[config.mk]
export PLATFORM = sky130hd
export DESIGN_NAME = ldtu_stream_decoder
export DESIGN_NICKNAME = d
export VERILOG_FILES = /design/src/rtl/ldtu_stream_decoder.sv
export SDC_FILE = /design/constraint.sdc
export NUM_CORES = 1
export LEC_CHECK = 0
export ABC_AREA = 1
export CAP_MARGIN = 30
export CORE_MARGIN = 3
export CORE_UTILIZATION = 57
export CTS_BUF_LIST = sky130_fd_sc_hd__clkbuf_8
export DETAILED_ROUTE_END_ITERATION = 16
export PLACE_DENSITY_LB_ADDON = 0.12
export SLEW_MARGIN = 20
export SYNTH_ARGS = -nofsm -noshare
export SYNTH_HDL_FRONTEND = slang
export SYNTH_SLANG_ARGS = --single-unit
[constraint.sdc]
create_clock -name CLK_A -period 2.4 [get_ports CLK_A]
set_input_delay 0.48 -clock CLK_A [delete_from_list [all_inputs] [get_ports CLK_A]]
set_output_delay 0.48 -clock CLK_A [all_outputs]
set_load 0.01 [all_outputs]
[src/rtl/ldtu_stream_decoder.sv]
// LiTE-DTU 32-bit stream receiver: unpacks baseline/signal words into one
// 12-bit sample per clock and checks frame trailers for count/number consistency.
module ldtu_stream_decoder #(
  parameter int Nbits_12 = 12,
  parameter int Nbits_32 = 32,
  parameter int Nbits_8  = 8
) (
  input  logic                CLK_A,
  input  logic                reset_A,
  input  logic [Nbits_32-1:0] word_in,
  input  logic                word_valid,
  output logic                word_ready,
  output logic [Nbits_12-1:0] sample_out,
  output logic                sample_gain01,
  output logic                sample_baseline,
  output logic                sample_valid,
  input  logic                sample_ready,
  output logic                frame_ok,
  output logic                frame_error,
  output logic                header_error
);

  // One stored sample is {gain01, amplitude}.
  localparam int SW = Nbits_12 + 1;
  localparam logic [Nbits_32-1:0] IDLE_WORD = 32'hEAAAAAAA;

  typedef enum logic {EMPTY, UNPACK} state_t;
  typedef enum logic [2:0] {
    W_IDLE, W_BASE, W_SIG2, W_SIG1, W_TRAIL, W_BAD
  } kind_t;

  state_t               state;
  logic [3:0][SW-1:0]   shift_q;
  logic [2:0]           remaining;
  logic [Nbits_8-1:0]   frame_cnt;
  logic [Nbits_8-1:0]   last_fn;
  logic                 fn_check_en;

  kind_t                kind;
  logic [4:0][SW-1:0]   dec_samples;
  logic [2:0]           dec_count;
  logic                 dec_base;
  logic [Nbits_8-1:0]   expected_fn;
  logic                 count_match;
  logic                 fn_match;
  logic                 word_accept;
  logic                 sample_fire;

  assign word_ready  = (state == EMPTY) || (remaining == 3'd1 && sample_ready);
  assign word_accept = word_valid && word_ready;
  assign sample_fire = sample_valid && sample_ready;

  // Header classification; the idle pattern is matched before any header field.
  // NOTE: every always_comb output gets a default first so no latch is inferred.
  always_comb begin
    kind = W_BAD;
    if (word_in == IDLE_WORD)             kind = W_IDLE;
    else if (word_in[31:30] == 2'b01)     kind = W_BASE;
    else if (word_in[31:26] == 6'b001010) kind = W_SIG2;
    else if (word_in[31:26] == 6'b001011) kind = W_SIG1;
    else if (word_in[31:28] == 4'b1101)   kind = W_TRAIL;
  end

  always_comb begin
    dec_samples = '0;
    dec_count   = 3'd0;
    dec_base    = 1'b0;
    case (kind)
      W_BASE: begin
        for (int i = 0; i < 5; i++) dec_samples[i] = SW'(word_in[6*i +: 6]);
        dec_count = 3'd5;
        dec_base  = 1'b1;
      end
      W_SIG2: begin
        dec_samples[0] = word_in[12:0];
        dec_samples[1] = word_in[25:13];
        dec_count      = 3'd2;
      end
      W_SIG1: begin
        dec_samples[0] = word_in[12:0];
        dec_count      = 3'd1;
      end
      default: ;
    endcase
  end

  assign expected_fn = last_fn + Nbits_8'(1);
  assign count_match = (word_in[27:20] == frame_cnt);
  assign fn_match    = !fn_check_en || (word_in[19:12] == expected_fn);

  // NOTE: state is updated with non-blocking assignments so every register
  // samples the pre-edge values; later assignments in the block take priority.
  always_ff @(posedge CLK_A) begin
    if (reset_A) begin
      state           <= EMPTY;
      shift_q         <= '0;
      remaining       <= 3'd0;
      frame_cnt       <= '0;
      last_fn         <= '0;
      fn_check_en     <= 1'b0;
      sample_out      <= '0;
      sample_gain01   <= 1'b0;
      sample_baseline <= 1'b0;
      sample_valid    <= 1'b0;
      frame_ok        <= 1'b0;
      frame_error     <= 1'b0;
      header_error    <= 1'b0;
    end else begin
      frame_ok     <= 1'b0;
      frame_error  <= 1'b0;
      header_error <= 1'b0;

      if (sample_fire) begin
        if (remaining > 3'd1) begin
          {sample_gain01, sample_out} <= shift_q[0];
          shift_q   <= {{SW{1'b0}}, shift_q[3:1]};
          remaining <= remaining - 3'd1;
        end else begin
          state        <= EMPTY;
          sample_valid <= 1'b0;
          remaining    <= 3'd0;
        end
      end

      // A new word is only accepted when the payload is empty or draining its
      // last sample, so loading here overrides the EMPTY transition above.
      if (word_accept) begin
        case (kind)
          W_BASE, W_SIG2, W_SIG1: begin
            state                       <= UNPACK;
            sample_valid                <= 1'b1;
            {sample_gain01, sample_out} <= dec_samples[0];
            sample_baseline             <= dec_base;
            shift_q                     <= dec_samples[4:1];
            remaining                   <= dec_count;
            frame_cnt                   <= frame_cnt + Nbits_8'(dec_count);
          end
          W_TRAIL: begin
            frame_ok    <= count_match && fn_match;
            frame_error <= !(count_match && fn_match);
            frame_cnt   <= '0;
            last_fn     <= word_in[19:12];
            fn_check_en <= 1'b1;
          end
          W_BAD:   header_error <= 1'b1;
          default: ;
        endcase
      end
    end
  end

endmodule

==> metrics <==
outcome completed; CP endpoint kind flop; Post-CTS Hold Buffers 0; Critical Path RT 2.70 ns; worst hold path class flop to flop; fin nets 682; highest routed layer met4; FP Rows 31; GRT overflow 0; CTS clk-pin slew, worst paths 0.09 ns; TritonCTS Buffers 9; antenna fix cells 0; DR iter-0 viols 225; first-pass GRT wire length 18600 um; Worst path max stage delay 0.50 ns; Worst Hold Slack 0.455 ns; Max H-tree Level 3; DPL Wire Length 8240 um; clock root buffer clkbuf_8; global-route total usage across every layer 27.3%; Clock Latency Late Sink 0.36 ns; Crit path top cell by count nand2_1; worst clock skew 0.00589 ns; Num Clock Sinks 91; Synth Flop Type dfxtp_1; area of the multi-input gates 2170 um^2; Mapped Cells 569; Post-Syn Area per Cell 7.60 um^2; vias in the first global route 3949; Die Height 93.1 um; Via Count 4062; dpl ws -0.332 ns; Worst Max-Slew Pin Slew 0.525 ns; met3 routed WL 720 um; Worst setup SP type input port; Vias/cell 5.47; Core Region 7290 um^2; die area 8660 um^2; Max-cap violations 0; fin crit share 94.0%; Slew Limit Headroom 65.0%; pwr dens 561 nW/um^2; DRT Wirelength 11200 um; Peak VDD IR 0.000416 V; synthesized area 4320 um^2; Worst Path Arrival 2.55 ns; port buffer count 54; CP Cell Sequence clkdlybuf4s50_1, nand3_1, nor3_2, nor2_1, inv_1, ha_4, fa_2, nand2_2, a21oi_2, nand2_1, nor2_2, xor2_1, nand2_1, a21oi_1; Peak Freq 443 MHz; sequential area share after synthesis 42.2%; Critical Path Fanout Max 2; Die X 93.1 um; Slew Limit Fails 0; Filler Cells Inserted 606; Max Root-Sink Buffers 2; WHS Path Cells 2; Leak Pwr 2.20 nW; met2 routed WL 5220 um; initial antenna violation count 0; number of synthesized flops with an enable pin 0; post-route cell area 5360 um^2; critical path class input port to flop; Area Overhead vs Synth 24.1%; register area 1820 um^2; post-layout util 73.5%; FF-to-FF path depth 11; largest net degree at the start of global routing 50; CTS tree built; share of layout cells above drive strength 1 12.7%; Initial Utilization 59.3%; final hold vios 0; WL/cell 15.1 um; GP Congestion 0.915; Syn Nets 612; IO Count 55; setup violators final 0; placed cell area 5110 um^2; synth warn 0; synthesis-stage register bit count 91; Final Critical Period 2.26 ns; DRC viols 0; ANT nets after route 0; Unique masters post-synth 39; Post-synth ARST share 0%; Metal-1 WL 5010 um; drt first pass iters 4; final worst slack 0.144 ns; CP max-delay cell clkdlybuf4s50_1
## cell usage after synthesis (5+ instances only)
library cell / n / area share, %
nand3_1: 26 / 3.0
nor2_4: 11 / 2.9
clkbuf_1: 14 / 1.2
o22ai_1: 22 / 3.2
dfxtp_1: 91 / 42
a21oi_1: 13 / 1.5
a211oi_1: 9 / 1.6
mux2i_1: 11 / 2.5
ha_1: 6 / 1.7
xnor2_1: 9 / 1.8
nand4_1: 11 / 1.6
nand2_1: 137 / 12
a221oi_1: 6 / 1.2
inv_1: 59 / 5.1
nor2_1: 42 / 3.6
or2_2: 5 / 0.72
o21ai_0: 53 / 6.1
## placed cells by master, fill, tap and decap left out, types with 2 or more instances in the layout
| cell | n |
|---|---|
| a311oi_1 | 4 |
| nor2_1 | 41 |
| inv_2 | 5 |
| nand3_1 | 26 |
| xor2_1 | 4 |
| nand2_1 | 135 |
| a31oi_1 | 2 |
| nor3_1 | 2 |
| ha_1 | 5 |
| a211oi_1 | 9 |
| nand4_1 | 11 |
| inv_1 | 58 |
| nor2_2 | 2 |
| o21ai_0 | 53 |
| buf_4 | 24 |
| clkinv_2 | 2 |
| nor2_8 | 2 |
| or2_2 | 5 |
| nand2_2 | 5 |
| nor2_4 | 12 |
| dlymetal6s2s_1 | 2 |
| a221oi_1 | 6 |
| mux2i_1 | 11 |
| buf_12 | 4 |
| clkdlybuf4s50_1 | 52 |
| xnor2_1 | 9 |
| a21oi_1 | 12 |
| nor4_1 | 3 |
| clkbuf_8 | 9 |
| o22ai_1 | 22 |
| dfxtp_1 | 91 |
## worst max-delay path, delay by kind of cell
kind                     cells  cell delay (ns)
AND/OR/NAND/NOR              7             0.68
buffers and inverters        2             0.61
adder cells (fa/ha/maj)      2             0.37
AO/OA/AOI/OAI                2             0.26
XOR/XNOR                     1             0.15
## repair_timing
item	CTS	global route
endpoints found under the setup margin	0	3
resized for setup	0	11
buffers inserted	0	2
## through the flow
stage / setup TNS (ns) / std cells / total power [mW]
2_1_floorplan: 0 / 569 / 1.79
3_3_place_gp: -0.395 / 725 / 1.96
3_5_place_dp: -0.915 / 725 / 1.97
4_1_cts: 0 / 741 / 3.01
5_1_grt: -0.0402 / 743 / 3.12
6_report: 0 / 743 / 3.01
## per-layer routing
layer,track usage (%),up-vias
met2,43.4,138
met5,0,-
met1,35.6,1871
met4,12.2,0
li1,-,2027
met3,5.71,26
## cell families (layout without fill, tap and decap cells)
family	count (synthesis)	in the layout	share of synthesized area [%]
AND/OR/NAND/NOR	247	247	26.6
AO/OA/AOI/OAI	113	113	15.4
multiplexers	11	11	2.55
flip-flops	91	91	42.2
adder cells (fa/ha/maj)	7	7	2.20
XOR/XNOR	13	13	2.63
buffers and inverters	87	162	8.51
## registers in the layout (all words and copies together), names as in the netlist
| name | count |
|---|---|
| sample_gain01 | 1 |
| remaining | 3 |
| frame_error | 1 |
| state | 1 |
| frame_cnt | 8 |
| header_error | 1 |
| sample_out | 12 |
| sample_valid | 1 |
| frame_ok | 1 |
| sample_baseline | 1 |
| shift_q | 52 |
| fn_check_en | 1 |
| last_fn | 8 |
## path summary, 6_finish.rpt
check | end | slack (ns) | start
setup / recovery | frame_cnt[6] | 0.14 | word_in[26]
hold / removal | sample_baseline | 0.45 | sample_baseline
setup reg to reg | last_fn[1] | 0.51 | remaining[1]
hold reg to reg | sample_baseline | 0.45 | sample_baseline
## power by group
| group | switching, mW | internal (mW) |
|---|---|---|
| sequential | 0.0214 | 1.55 |
| combinational | 0.207 | 0.173 |
| clock | 0.572 | 0.491 |
| total | 0.801 | 2.21 |
## cell type report
type	count	share of cell area, %
inverter	64	4.53
tap	99	2.31
timing repair buffer	82	15.0
clock buffer	9	2.31
multi-input combinational	391	40.4
clock inverter	7	1.42
sequential	91	34.0
Power figures use the tool's default switching activity.
